$ cat src/rtl/seg7_scan_ctrl_pkg.sv
`default_nettype none
// ============================================================================
// Module      : seg7_scan_ctrl_pkg
// Description : Shared types and constants for the 7-segment scan controller.
// Revision    : 1.0 - initial release
// ============================================================================
package seg7_scan_ctrl_pkg;

    typedef enum logic [0:0] {
        ST_BLANK = 1'b0,
        ST_SHOW  = 1'b1
    } scan_state_e;

    // All outputs are active-low, so "off" is all ones.
    localparam logic [6:0]  SEG_OFF = 7'b1111111;
    localparam logic [31:0] AN_OFF  = 32'hFFFF_FFFF;

    // Segment order {g,f,e,d,c,b,a}; entry 0 is the rightmost element.
    localparam logic [15:0][6:0] HEX_SEG = {
        7'b0001110, 7'b0000110, 7'b0100001, 7'b1000110,
        7'b0000011, 7'b0001000, 7'b0010000, 7'b0000000,
        7'b1111000, 7'b0000010, 7'b0010010, 7'b0011001,
        7'b0110000, 7'b0100100, 7'b1111001, 7'b1000000
    };

endpackage
`default_nettype wire

$ cat src/rtl/seg7_scan_ctrl_hex_dec.sv
`default_nettype none
// ============================================================================
// Module      : seg7_hex_dec
// Description : Combinational hex nibble to active-low 7-segment decode.
// Revision    : 1.0 - initial release
// ============================================================================
module seg7_hex_dec
    import seg7_scan_ctrl_pkg::*;
(
    input  logic [3:0] hex_i,
    output logic [6:0] seg_o
);

    assign seg_o = HEX_SEG[hex_i];

endmodule
`default_nettype wire

$ cat src/rtl/seg7_scan_ctrl.sv
`default_nettype none
// ============================================================================
// Module      : seg7_scan_ctrl
// Description : Time-multiplexed scan controller for a common-anode display.
// Revision    : 1.0 - initial release
// ============================================================================
module seg7_scan_ctrl
    import seg7_scan_ctrl_pkg::*;
#(
    parameter int NUM_DIGITS = 4,
    parameter int ON_CYC     = 50000,
    parameter int BLANK_CYC  = 500
) (
    input  logic                    clk,
    input  logic                    rst,
    input  logic [4*NUM_DIGITS-1:0] value_i,
    input  logic [NUM_DIGITS-1:0]   dp_in_i,
    input  logic [NUM_DIGITS-1:0]   dig_en_i,
    input  logic                    load_i,
    output logic [NUM_DIGITS-1:0]   an_o,
    output logic [6:0]              seg_o,
    output logic                    dp_o,
    output logic                    frame_done_o
);

    localparam int CNT_MAX = (ON_CYC > BLANK_CYC) ? ON_CYC : BLANK_CYC;
    localparam int CNT_W   = (CNT_MAX > 1) ? $clog2(CNT_MAX) : 1;
    localparam int IDX_W   = (NUM_DIGITS > 1) ? $clog2(NUM_DIGITS) : 1;
    localparam logic [IDX_W-1:0]      IDX_LAST   = IDX_W'(NUM_DIGITS - 1);
    localparam logic [CNT_W-1:0]      ON_LAST    = CNT_W'(ON_CYC - 1);
    localparam logic [CNT_W-1:0]      BLANK_LAST = CNT_W'(BLANK_CYC - 1);
    localparam logic [NUM_DIGITS-1:0] AN_ALL_OFF = AN_OFF[NUM_DIGITS-1:0];

    scan_state_e             state_q, state_d;
    logic [CNT_W-1:0]        cnt_q, cnt_d;
    logic [IDX_W-1:0]        idx_q, idx_d;
    logic [4*NUM_DIGITS-1:0] hold_val_q, hold_val_d, shd_val_q, shd_val_d;
    logic [NUM_DIGITS-1:0]   hold_dp_q, hold_dp_d, shd_dp_q, shd_dp_d;
    logic [NUM_DIGITS-1:0]   hold_en_q, hold_en_d, shd_en_q, shd_en_d;
    logic                    pending_q, pending_d;
    logic [NUM_DIGITS-1:0]   an_q, an_d;
    logic [6:0]              seg_q, seg_d;
    logic                    dp_q, dp_d;
    logic                    fdone_q, fdone_d;
    logic                    w_boundary;
    logic [3:0]              w_nibble;
    logic [6:0]              w_dec_seg;

    always_ff @(posedge clk or posedge rst) begin
        if (rst) begin
            state_q    <= ST_BLANK;
            cnt_q      <= '0;
            idx_q      <= '0;
            hold_val_q <= '0;
            hold_dp_q  <= '0;
            hold_en_q  <= '0;
            shd_val_q  <= '0;
            shd_dp_q   <= '0;
            shd_en_q   <= '0;
            pending_q  <= 1'b0;
            an_q       <= AN_ALL_OFF;
            seg_q      <= SEG_OFF;
            dp_q       <= 1'b1;
            fdone_q    <= 1'b0;
        end else begin
            state_q    <= state_d;
            cnt_q      <= cnt_d;
            idx_q      <= idx_d;
            hold_val_q <= hold_val_d;
            hold_dp_q  <= hold_dp_d;
            hold_en_q  <= hold_en_d;
            shd_val_q  <= shd_val_d;
            shd_dp_q   <= shd_dp_d;
            shd_en_q   <= shd_en_d;
            pending_q  <= pending_d;
            an_q       <= an_d;
            seg_q      <= seg_d;
            dp_q       <= dp_d;
            fdone_q    <= fdone_d;
        end
    end

    always_comb begin
        state_d    = state_q;
        cnt_d      = cnt_q + CNT_W'(1);
        idx_d      = idx_q;
        w_boundary = 1'b0;
        case (state_q)
            ST_BLANK: begin
                if (cnt_q == BLANK_LAST) begin
                    state_d = ST_SHOW;
                    cnt_d   = '0;
                end
            end
            ST_SHOW: begin
                if (cnt_q == ON_LAST) begin
                    state_d    = ST_BLANK;
                    cnt_d      = '0;
                    w_boundary = (idx_q == IDX_LAST);
                    idx_d      = (idx_q == IDX_LAST) ? '0 : idx_q + IDX_W'(1);
                end
            end
            default: begin
                state_d = ST_BLANK;
                cnt_d   = '0;
            end
        endcase

        // Shadow only moves at a frame boundary; a load on that cycle wins.
        hold_val_d = hold_val_q;
        hold_dp_d  = hold_dp_q;
        hold_en_d  = hold_en_q;
        shd_val_d  = shd_val_q;
        shd_dp_d   = shd_dp_q;
        shd_en_d   = shd_en_q;
        pending_d  = pending_q;
        if (load_i) begin
            hold_val_d = value_i;
            hold_dp_d  = dp_in_i;
            hold_en_d  = dig_en_i;
            pending_d  = 1'b1;
        end
        if (w_boundary && load_i) begin
            shd_val_d = value_i;
            shd_dp_d  = dp_in_i;
            shd_en_d  = dig_en_i;
            pending_d = 1'b0;
        end else if (w_boundary && pending_q) begin
            shd_val_d = hold_val_q;
            shd_dp_d  = hold_dp_q;
            shd_en_d  = hold_en_q;
            pending_d = 1'b0;
        end
    end

    seg7_hex_dec u_hex_dec (
        .hex_i (w_nibble),
        .seg_o (w_dec_seg)
    );

    // Outputs are computed from the next state so they land on the same edge.
    always_comb begin
        w_nibble = 4'h0;
        an_d     = AN_ALL_OFF;
        seg_d    = SEG_OFF;
        dp_d     = 1'b1;
        fdone_d  = (state_d == ST_SHOW) && (cnt_d == ON_LAST) && (idx_d == IDX_LAST);
        for (int i = 0; i < NUM_DIGITS; i++) begin
            if (idx_d == IDX_W'(i)) begin
                w_nibble = shd_val_q[4*i +: 4];
                if (state_d == ST_SHOW && shd_en_q[i]) begin
                    an_d[i] = 1'b0;
                    seg_d   = w_dec_seg;
                    dp_d    = ~shd_dp_q[i];
                end
            end
        end
    end

    assign an_o         = an_q;
    assign seg_o        = seg_q;
    assign dp_o         = dp_q;
    assign frame_done_o = fdone_q;

endmodule
`default_nettype wire

$ cat config.mk
export PLATFORM = sky130hd
export DESIGN_NAME = seg7_scan_ctrl
export DESIGN_NICKNAME = d
export VERILOG_FILES = /design/src/rtl/seg7_scan_ctrl_pkg.sv /design/src/rtl/seg7_scan_ctrl_hex_dec.sv /design/src/rtl/seg7_scan_ctrl.sv
export SDC_FILE = /design/constraint.sdc
export NUM_CORES = 1
export LEC_CHECK = 0
export ABC_AREA = 1
export CORE_MARGIN = 3
export CORE_UTILIZATION = 30
export CTS_BUF_LIST = sky130_fd_sc_hd__clkbuf_8
export CTS_CLUSTER_DIAMETER = 60
export DETAILED_ROUTE_END_ITERATION = 6
export HOLD_SLACK_MARGIN = 0.02
export MAX_ROUTING_LAYER = met4
export PLACE_DENSITY = 0.58
export REMOVE_ABC_BUFFERS = 1
export SETUP_SLACK_MARGIN = 0.1
export SKIP_CTS_REPAIR_TIMING = 1
export SLEW_MARGIN = 20
export SYNTH_ARGS = -nofsm -noshare
export SYNTH_HDL_FRONTEND = slang
export SYNTH_SLANG_ARGS = --single-unit
$ cat constraint.sdc
create_clock -name clk -period 3.5 [get_ports clk]
set_clock_uncertainty 0.1 [all_clocks]
set_input_delay 0.7 -clock clk [delete_from_list [all_inputs] [get_ports clk]]
set_output_delay 0.7 -clock clk [all_outputs]
set_load 0.005 [all_outputs]
==> results of run 1 <==
==> kinds of logic after synthesis <==
logic type / share of synthesized area
flops: 0.511
xor+xnor: 0.00658
simple gates: 0.319
fa+ha+maj: 0.0251
compound gates: 0.0758
buf+inv: 0.0626
==> path summary, 6_finish.rpt <==
path | cells past startpoint | end | start | slack, ns
setup / recovery | 15 | seg_o[0] | cnt_q[0] | 0.76
hold / removal | 1 | dp_o | shd_dp_q[3] | 0.36
setup reg to reg | 15 | seg_o[0] | cnt_q[0] | 0.76
hold reg to reg | 1 | dp_o | shd_dp_q[3] | 0.36
max in group asynchronous | 3 | seg_o[5] | rst | 1.92
min in group asynchronous | 2 | hold_dp_q[3] | rst | 0.67
==> synthesized netlist by cell type (4+ instances only) <==
library cell	instances
clkbuf_1	7
dfrtp_1	69
dfstp_2	12
ha_1	8
inv_1	55
nand2_1	146
nand2_2	10
nand2_4	4
nand3_1	38
nand3_2	4
nand4_1	9
nor2_1	29
nor2_2	7
nor3_1	9
o21ai_0	44
==> state kept, by name (all words and copies together), names as in the netlist <==
signal / cells
state_q: 1
an_o: 4
pending_q: 1
hold_dp_q: 4
shd_dp_q: 4
seg_o: 7
shd_val_q: 16
dp_o: 1
hold_val_q: 16
idx_q: 2
frame_done_o: 1
hold_en_q: 4
shd_en_q: 4
cnt_q: 16
==> worst reg2reg max path, delay by kind of cell (launching register included) <==
kind,cells,cell delay [ns]
adders and majority gates,2,0.49
DFF,1,0.39
and+or+nand+nor,10,1.27
buffers and inverters,3,0.40
==> per-layer routing <==
metal,vias to the layer above,routed length [um]
met1,1462,4150
li1,1628,-
met4,0,114
met3,10,297
met2,59,3740
met5,-,0
==> placed cells by master, fill, tap and decap left out, types with 4 or more instances in the layout <==
| cell | synthesis | layout |
|---|---|---|
| clkbuf_8 | 0 | 10 |
| clkdlybuf4s50_1 | 0 | 39 |
| dfrtp_1 | 69 | 69 |
| dfstp_2 | 12 | 12 |
| ha_1 | 8 | 8 |
| inv_1 | 55 | 54 |
| nand2_1 | 146 | 146 |
| nand2_2 | 10 | 10 |
| nand2_4 | 4 | 4 |
| nand3_1 | 38 | 38 |
| nand3_2 | 4 | 4 |
| nand4_1 | 9 | 9 |
| nor2_1 | 29 | 29 |
| nor2_2 | 7 | 7 |
| nor3_1 | 9 | 8 |
| o21ai_0 | 44 | 44 |
==> cell type report <==
class | instances | share of cell area
flip-flops and latches | 81 | 0.424
inverters | 56 | 0.0439
multi-input cells | 334 | 0.354
clock buffers | 10 | 0.0286
clock inverters | 6 | 0.0151
repair buffers | 43 | 0.0898
well taps | 172 | 0.0447
==> through the flow <==
stage | hold slack (ns) | total power, mW | cells | worst slack, ns | utilization
after CTS | 0.357 | 1.86 | 702 | 0.739 | 0.376
after detailed placement | 0.342 | 1.14 | 686 | 0.751 | 0.359
after global placement | 0.331 | 1.13 | 686 | 0.798 | 0.359
after floorplan | 0.309 | 1.07 | 471 | 0.640 | -
after global routing | 0.379 | 1.92 | 702 | 0.465 | 0.376
final | 0.360 | 1.83 | 702 | 0.765 | 0.376
==> where the power goes <==
part           switching, mW  internal [mW]  total [mW]
Sequential            0.0116          0.969       0.981
Clock                  0.363          0.357       0.720
Combinational         0.0780         0.0554       0.133
Total                  0.453           1.38        1.83
==> qor.yml, run 1 <==
finish:
  multiInputGateArea_mm2: 0.00171
  fin_nets: 560
  area_growth_pct: 20.6
  final_layout_size_suffix_gt1_frac: 0.130
  design_area_mm2: 0.00482
  n_antenna_cell: 0
  fill_cells: 1366
  seqCellArea_mm2: 0.00204
yosys:
  synthCells: 481
  yosysWarnings: 0
  syn_area_mm2: 0.00400
  synth_top_area_frac: 0.432
  synth_top_cell_by_area: "dfrtp_1"
  ys_types: 36
  synth-edff-count: 0
  syn_avg_cell_area_um2: 8.31
  synth-seq-area-share: 0.511
  synth_seq_cells: 81
  synthFlopType: "dfrtp_1"
  ys_top_cells_by_area: "dfrtp_1 43%, nand2_1 14%, dfstp_2 7.9%"
  synth-async-reset-ratio: 1.00
clocking:
  path_clk_slew_ns: 0.09
  cts.sinks: 81
  clockBufferDepth: 2
  tritoncts: "yes"
  clockRootBuffer: "clkbuf_8"
  worstSkewPairLatency_ns: 0.35
  cts_buffers: 9
  cts_max_level: 3
timing:
  post-route-period-util: 0.782
  finalHoldViolations: 0
  setup_tns_ns: 0
  drv_slew: 0
  fmax_mhz: 366
  tightest_slew_ns: 0.714
  slew_headroom: 0.524
  rsz0062_at_grt: "false"
  setup_viol: 0
  post-route-min-period_ns: 2.74
route:
  drtPass1Iterations: 4
  drt_wl_total_um: 8310
  ant_nets: 0
  drtIter0Drc: 145
  routed-via-count: 3159
  avgViaCountPerCell: 4.50
  drt-wirelength-per-cell_um: 11.8
  drcViolationCount: 0
global_route:
  grt_use_met2: 0.188
  grt.busiest_layer: "met2"
  grt_pass1_wl_um: 14500
  grt_overflow: 0
  use_met1: 0.170
  grt_pass1_vias: 3078
  grt_use_total: 0.124
  grt_max_degree: 43
  grt_use_met3: 0.0270
  antenna_found_initial: 0
critical_path:
  crit_arrival_ns: 2.91
  end_kind: "flip-flop"
  cp_top_family: "simple AND/OR/NAND/NOR gates"
  crit_type: "flip-flop to flip-flop"
  cp.buffers_inverters: 3
  cp_slowest_cell: "dfrtp_1"
  cp_common_cell: "inv_1"
  cp.required_ns: 3.67
  path_max_fanout: 6
  critPathMaxStageDelay_ns: 0.39
  critPathLaunchType: "flip-flop"
  crit_chain: "ha_1, nand3_2, inv_1, nand3_4, nand2_2, nand2_2, nor2_2, nand2_1, nand4_2, inv_1, ha_1, inv_1, nand3_1, nand3_1, nand4_1"
hold_path:
  hold_class: "flip-flop to flip-flop"
die:
  ioPinCount: 40
  rows: 41
  start_util: 0.312
  die_w_um: 121
  die_h_um: 121
  dieArea_mm2: 0.0147
  coreArea_mm2: 0.0128
status:
  status: "finished, final reports clean"
power:
  vdd_drop_max_mv: 0.247
  p_leak_nw: 2.32
  cellPowerDensity_mw_per_mm2: 381
placement:
  place_congestion: 0.865
  port_buffers: 39
  hpwlAfterDp_um: 6140
  placed_area_mm2: 0.00461
run:
  maxCapViolations: 0
(Power assumes the default switching activity.)
==> inputs of run 2 (changes only) <==
- PLACE_DENSITY: 0.58 -> 0.6
- clock period: 3.5 -> 2.5 ns (I/O delays scaled with it)
==> qor.yml, run 2 (synthesis results as in run 1) <==
route:
  drcViolationCount: 0  # unchanged
  avgViaCountPerCell: 4.44  # -1.4%
  routed-via-count: 3194  # +1.1%
  ant_nets: 0  # unchanged
  drtPass1Iterations: 4  # unchanged
  drtIter0Drc: 123  # -15%
  drt-wirelength-per-cell_um: 12.1  # +1.9%
  drt_wl_total_um: 8690  # +4.6%
critical_path:
  critPathLaunchType: "flip-flop"
  r2r_slack_ns: 0.05  # -0.71 ns
  r2r.worst_path.cells: 15  # unchanged
  crit_type: "flip-flop to flip-flop"
  cp.required_ns: 2.70  # -0.97 ns
  end_kind: "flip-flop"
  path_max_fanout: 4  # -2
  crit_arrival_ns: 2.65  # -0.26 ns
die:
  start_util: 0.312  # unchanged
  coreArea_mm2: 0.0128  # unchanged
  dieArea_mm2: 0.0147  # unchanged
  die_h_um: 121  # unchanged
  die_w_um: 121  # unchanged
  rows: 41  # unchanged
  ioPinCount: 40  # unchanged
finish:
  n_antenna_cell: 0  # unchanged
  fin_nets: 578  # +3.2%
  fill_cells: 1346  # -1.5%
  final_core_util: 0.396  # +0.0197
  final_layout_size_suffix_gt1_frac: 0.186  # +0.0559
  stdcell_count: 720  # +2.6%
  mostFrequentLayoutCell: "nand2_1"
  reg_top3: "cnt_q x16, hold_val_q x16, shd_val_q x16"
  design_area_mm2: 0.00507  # +5.2%
  area_growth_pct: 27.0
  layout_common_cells: "140 x nand2_1, 69 x dfrtp_1, 53 x inv_1, 44 x o21ai_0, 39 x clkdlybuf4s50_1"
placement:
  pre_cts_ws_ns: -0.0681  # -0.819 ns
  placed_area_mm2: 0.00467  # +1.3%
  place_congestion: 0.889  # +2.8%
  port_buffers: 39  # unchanged
  hpwlAfterDp_um: 6460  # +5.2%
  placed_cells: 694  # +1.2%
clocking:
  tritoncts: "yes"
  clockRootBuffer: "clkbuf_8"
  cts.sinks: 81  # unchanged
  clockBufferDepth: 2  # unchanged
  cts_max_level: 3  # unchanged
  worstSkewPairLatency_ns: 0.36  # about the same
  path_clk_slew_ns: 0.08  # about the same
  cts_buffers: 9  # unchanged
power:
  p_leak_nw: 2.43  # +5.0%
  vdd_drop_max_mv: 0.243  # -1.7%
  cellPowerDensity_mw_per_mm2: 501  # +32%
hold_path:
  hold_class: "input port to async pin"
timing:
  tightest_slew_ns: 0.454  # -0.259 ns
  post-route-min-period_ns: 2.45  # -0.288 ns
  fmax_mhz: 409  # +12%
  rsz0062_at_grt: "true"
  setup_viol: 0  # unchanged
  slew_headroom: 0.697  # +0.173
  finalHoldViolations: 0  # unchanged
  setup_tns_ns: 0  # unchanged
  post-route-period-util: 0.979  # +0.197
  drv_slew: 0  # unchanged
  fin_ws_ns: 0.0526  # -0.712 ns
global_route:
  grt_max_degree: 51  # +19%
  antenna_found_initial: 0  # unchanged
  grt_pass1_vias: 3158  # +2.6%
  grt_use_total: 0.126  # +0.00291
  grt_pass1_wl_um: 14600  # +0.81%
  grt_overflow: 0  # unchanged
status:
  status: "finished, final reports clean"
run:
  maxCapViolations: 0  # unchanged
-- run 2: cell count changes in the layout (fill, tap and decap cells not counted), moves of 3 or more --
cell,previous run,this run
buf_4,3,19
nand2_2,10,14
nor2_4,3,7
inv_2,1,4
ha_1,8,4
nand2_1,146,140
ha_4,0,3
nor2_2,7,4
-- run 2: layer usage --
metal	part of all wire	global-route usage	vias up
met2	0.46	0.194	54
met3	0.037	0.0224	13
li1	-	-	1661
met4	0.016	0.0553	0
met1	0.49	0.165	1466
met5	0	-	-
-- run 2: report_power, final --
group	internal [mW]	switching, mW	total (mW)
combinational	0.0902	0.114	0.204
sequential	1.36	0.0176	1.37
clock	0.506	0.457	0.963
-- run 2: final cells by class --
type	instances	area (um2)	share of cell area
repair buffers	61	576	0.113
inverters	56	214	0.0422
multi-input cells	334	1830	0.360
well taps	172	215	0.0424
clock inverters	5	48.8	0.00962
clock buffers	11	151	0.0298
flip-flops and latches	81	2040	0.403
-- run 2: final timing paths --
check | startpoint | endpoint
worst min register to register | shd_dp_q[3] | dp_o
worst max register to register | cnt_q[0] | seg_o[1]
max in group asynchronous | rst | seg_o[4]
worst max-delay path | cnt_q[0] | seg_o[1]
worst min-delay path | rst | cnt_q[9]
min in group clk | shd_dp_q[3] | dp_o
-- run 2: per-stage QoR --
stage               hold slack [ns]  total power, mW
floorplan                     0.309             1.50
global placement              0.324             1.59
detailed placement            0.335             1.59
finish                        0.286             2.54
global route                  0.292             2.66
CTS                           0.267             2.56
-- run 2: worst max-delay path, stage by stage, from the launching register on --
cell and delay [ns]:
dfrtp_1 0.42, ha_4 0.19, nand3_4 0.10, nor3_4 0.23, nand3_2 0.14, nand2_2 0.11
nand2_4 0.09, nor2_4 0.15, nand2_2 0.07, nand3_2 0.07, nor2_4 0.05, buf_6 0.12
ha_4 0.27, nand2_4 0.05, o21a_1 0.16, nand2_1 0.06
==> inputs of run 3 (changes only) <==
- PLACE_DENSITY: 0.6 -> 0.58
- clock period: 2.5 -> 2.67 ns (I/O delays scaled with it)
==> qor.yml, run 3 (synthesis results as in run 1) <==
route:
  route.top_layer_used: "met4"
  avgViaCountPerCell: 4.49  # +1.3%
  drt-wirelength-per-cell_um: 12.4  # +2.8%
  ant_nets: 0  # unchanged
  drt_wl_total_um: 8950  # +3.1%
  met3_length_um: 316  # -0.94%
  drcViolationCount: 0  # unchanged
  wl_met2_um: 4300  # +7.5%
  drtPass1Iterations: 4  # unchanged
  drtIter0Drc: 160  # +30%
  wl_met1_um: 4240  # +0.21%
  routed-via-count: 3245  # +1.6%
global_route:
  grt_pass1_wl_um: 14800  # +1.1%
  grt_overflow: 0  # unchanged
  grt_max_degree: 44  # -14%
  antenna_found_initial: 0  # unchanged
  grt_pass1_vias: 3086  # -2.3%
  grt_use_total: 0.128  # +0.00177
critical_path:
  cp-startpoint: "cnt_q[1]"
  cp_common_cell: "nand3_2"
  crit_type: "flip-flop to flip-flop"
  cp.buffers_inverters: 2  # +1
  end_kind: "flip-flop"
  crit_arrival_ns: 2.63  # -0.02 ns
  cp_top_family: "simple AND/OR/NAND/NOR gates"
  cp_slowest_cell: "dfrtp_1"
  cp.required_ns: 2.84  # +0.14 ns
  critPathMaxStageDelay_ns: 0.40  # -0.02 ns
  r2r_end: "seg_o[0]"
  r2r_slack_ns: 0.21  # +0.15 ns
  crit_chain: "ha_4, nand3_4, nor3_4, nand3_2, nand2_2, nand2_4, nor2_4, nand2_1, nand4_4, inv_2, ha_2, inv_1, nand3_2, nand3_1, nand4_1"
  path_max_fanout: 4  # unchanged
  critPathLaunchType: "flip-flop"
  r2r.worst_path.cells: 15  # unchanged
  r2r_start: "cnt_q[1]"
clocking:
  path_clk_slew_ns: 0.08  # about the same
  tritoncts: "yes"
  cts_buffers: 9  # unchanged
  clockRootBuffer: "clkbuf_8"
  worstSkewPairLatency_ns: 0.35  # about the same
  cts.sinks: 81  # unchanged
  cts_max_level: 3  # unchanged
  clockBufferDepth: 2  # unchanged
timing:
  slew_headroom: 0.671  # -0.0259
  setup_viol: 0  # unchanged
  finalHoldViolations: 0  # unchanged
  fmax_mhz: 406  # -0.61%
  tightest_slew_ns: 0.493  # +0.0381 ns
  post-route-period-util: 0.922  # -0.0567
  post-route-min-period_ns: 2.46  # +0.0151 ns
  rsz0062_at_grt: "true"
  drv_slew: 0  # unchanged
power:
  p_leak_nw: 2.43  # -0.18%
  vdd_drop_max_mv: 0.205  # -15%
  p_sw_frac: 0.243  # +0.0115
  seq_power_share: 0.548  # +0.007
  internal-power_mw: 1.78  # -9.0%
  p_switching_mw: 0.570  # -3.1%
  clockPowerShare: 0.371  # -0.008
  p_comb_frac: 0.081  # about the same
  cellPowerDensity_mw_per_mm2: 462  # -7.7%
finish:
  reg_top3: "cnt_q x16, hold_val_q x16, shd_val_q x16"
  n_antenna_cell: 0  # unchanged
  layout_common_cells: "140 x nand2_1, 66 x dfrtp_1, 53 x inv_1, 44 x o21ai_0, 39 x clkdlybuf4s50_1"
  final_layout_size_suffix_gt1_frac: 0.193  # +0.00660
  final_core_util: 0.396  # about the same
  stdcell_count: 722  # +0.28%
  multiInputGateArea_mm2: 0.00183  # +0.21%
  mostFrequentLayoutCell: "nand2_1"
  design_area_mm2: 0.00508  # about the same
  area_growth_pct: 27.1  # about the same
  fin_nets: 580  # +0.35%
  fill_cells: 1320  # -1.9%
  seqCellArea_mm2: 0.00205  # +0.18%
die:
  ioPinCount: 40  # unchanged
  coreArea_mm2: 0.0128  # unchanged
  die_w_um: 121  # unchanged
  dieArea_mm2: 0.0147  # unchanged
  die_h_um: 121  # unchanged
  start_util: 0.312  # unchanged
  rows: 41  # unchanged
hold_path:
  hold_class: "input port to async pin"
placement:
  placed_area_mm2: 0.00463  # -0.80%
  placed_cells: 689  # -0.72%
  place_congestion: 0.871  # -2.0%
  port_buffers: 39  # unchanged
  hpwlAfterDp_um: 6370  # -1.4%
run:
  maxCapViolations: 0  # unchanged
status:
  status: "finished, final reports clean"
-- run 3: per-stage QoR --
| stage | TNS (ns) | setup WS, ns | hold slack (ns) | power, mW |
|---|---|---|---|---|
| 2_1_floorplan | -1.67 | -0.0242 | 0.309 | 1.40 |
| 3_3_place_gp | 0 | 0.168 | 0.336 | 1.49 |
| 3_5_place_dp | 0 | 0.00874 | 0.344 | 1.49 |
| 4_1_cts | -0.00922 | -0.00922 | 0.356 | 2.37 |
| 5_1_grt | 0 | 0.0315 | 0.378 | 2.46 |
| 6_report | 0 | 0.208 | 0.363 | 2.35 |
-- run 3: layout make-up --
class	instances	share of cell area
Inverter	56	0.0417
Sequential cell	81	0.403
Multi-Input combinational cell	334	0.360
Clock buffer	9	0.0244
Tap cell	172	0.0424
Clock inverter	7	0.0126
Timing Repair Buffer	63	0.116
-- run 3: worst max path at each step --
stage | slack, ns | depth (start not counted) | end
after global placement | 0.17 | 16 | seg_o[3]
after floorplan | -0.02 | 1 | cnt_q[0]
after detailed placement | 0.009 | 15 | seg_o[0]
after CTS | -0.009 | 15 | seg_o[0]
final | 0.21 | 15 | seg_o[0]
after global routing | 0.03 | 15 | seg_o[0]
-- run 3: power by group through the flow --
stage	registers (mW)	clock network, mW	logic, mW
global placement	1.31	0	0.177
global route	1.29	0.953	0.221
CTS	1.29	0.905	0.183
floorplan	1.30	0	0.0996
detailed placement	1.31	0	0.182
finish	1.29	0.870	0.190
-- run 3: routing by layer --
metal / up-vias / GRT usage
met5: - / -
met4: 0 / 0.0476
met3: 7 / 0.0308
met2: 56 / 0.181
met1: 1509 / 0.179
li1: 1673 / -
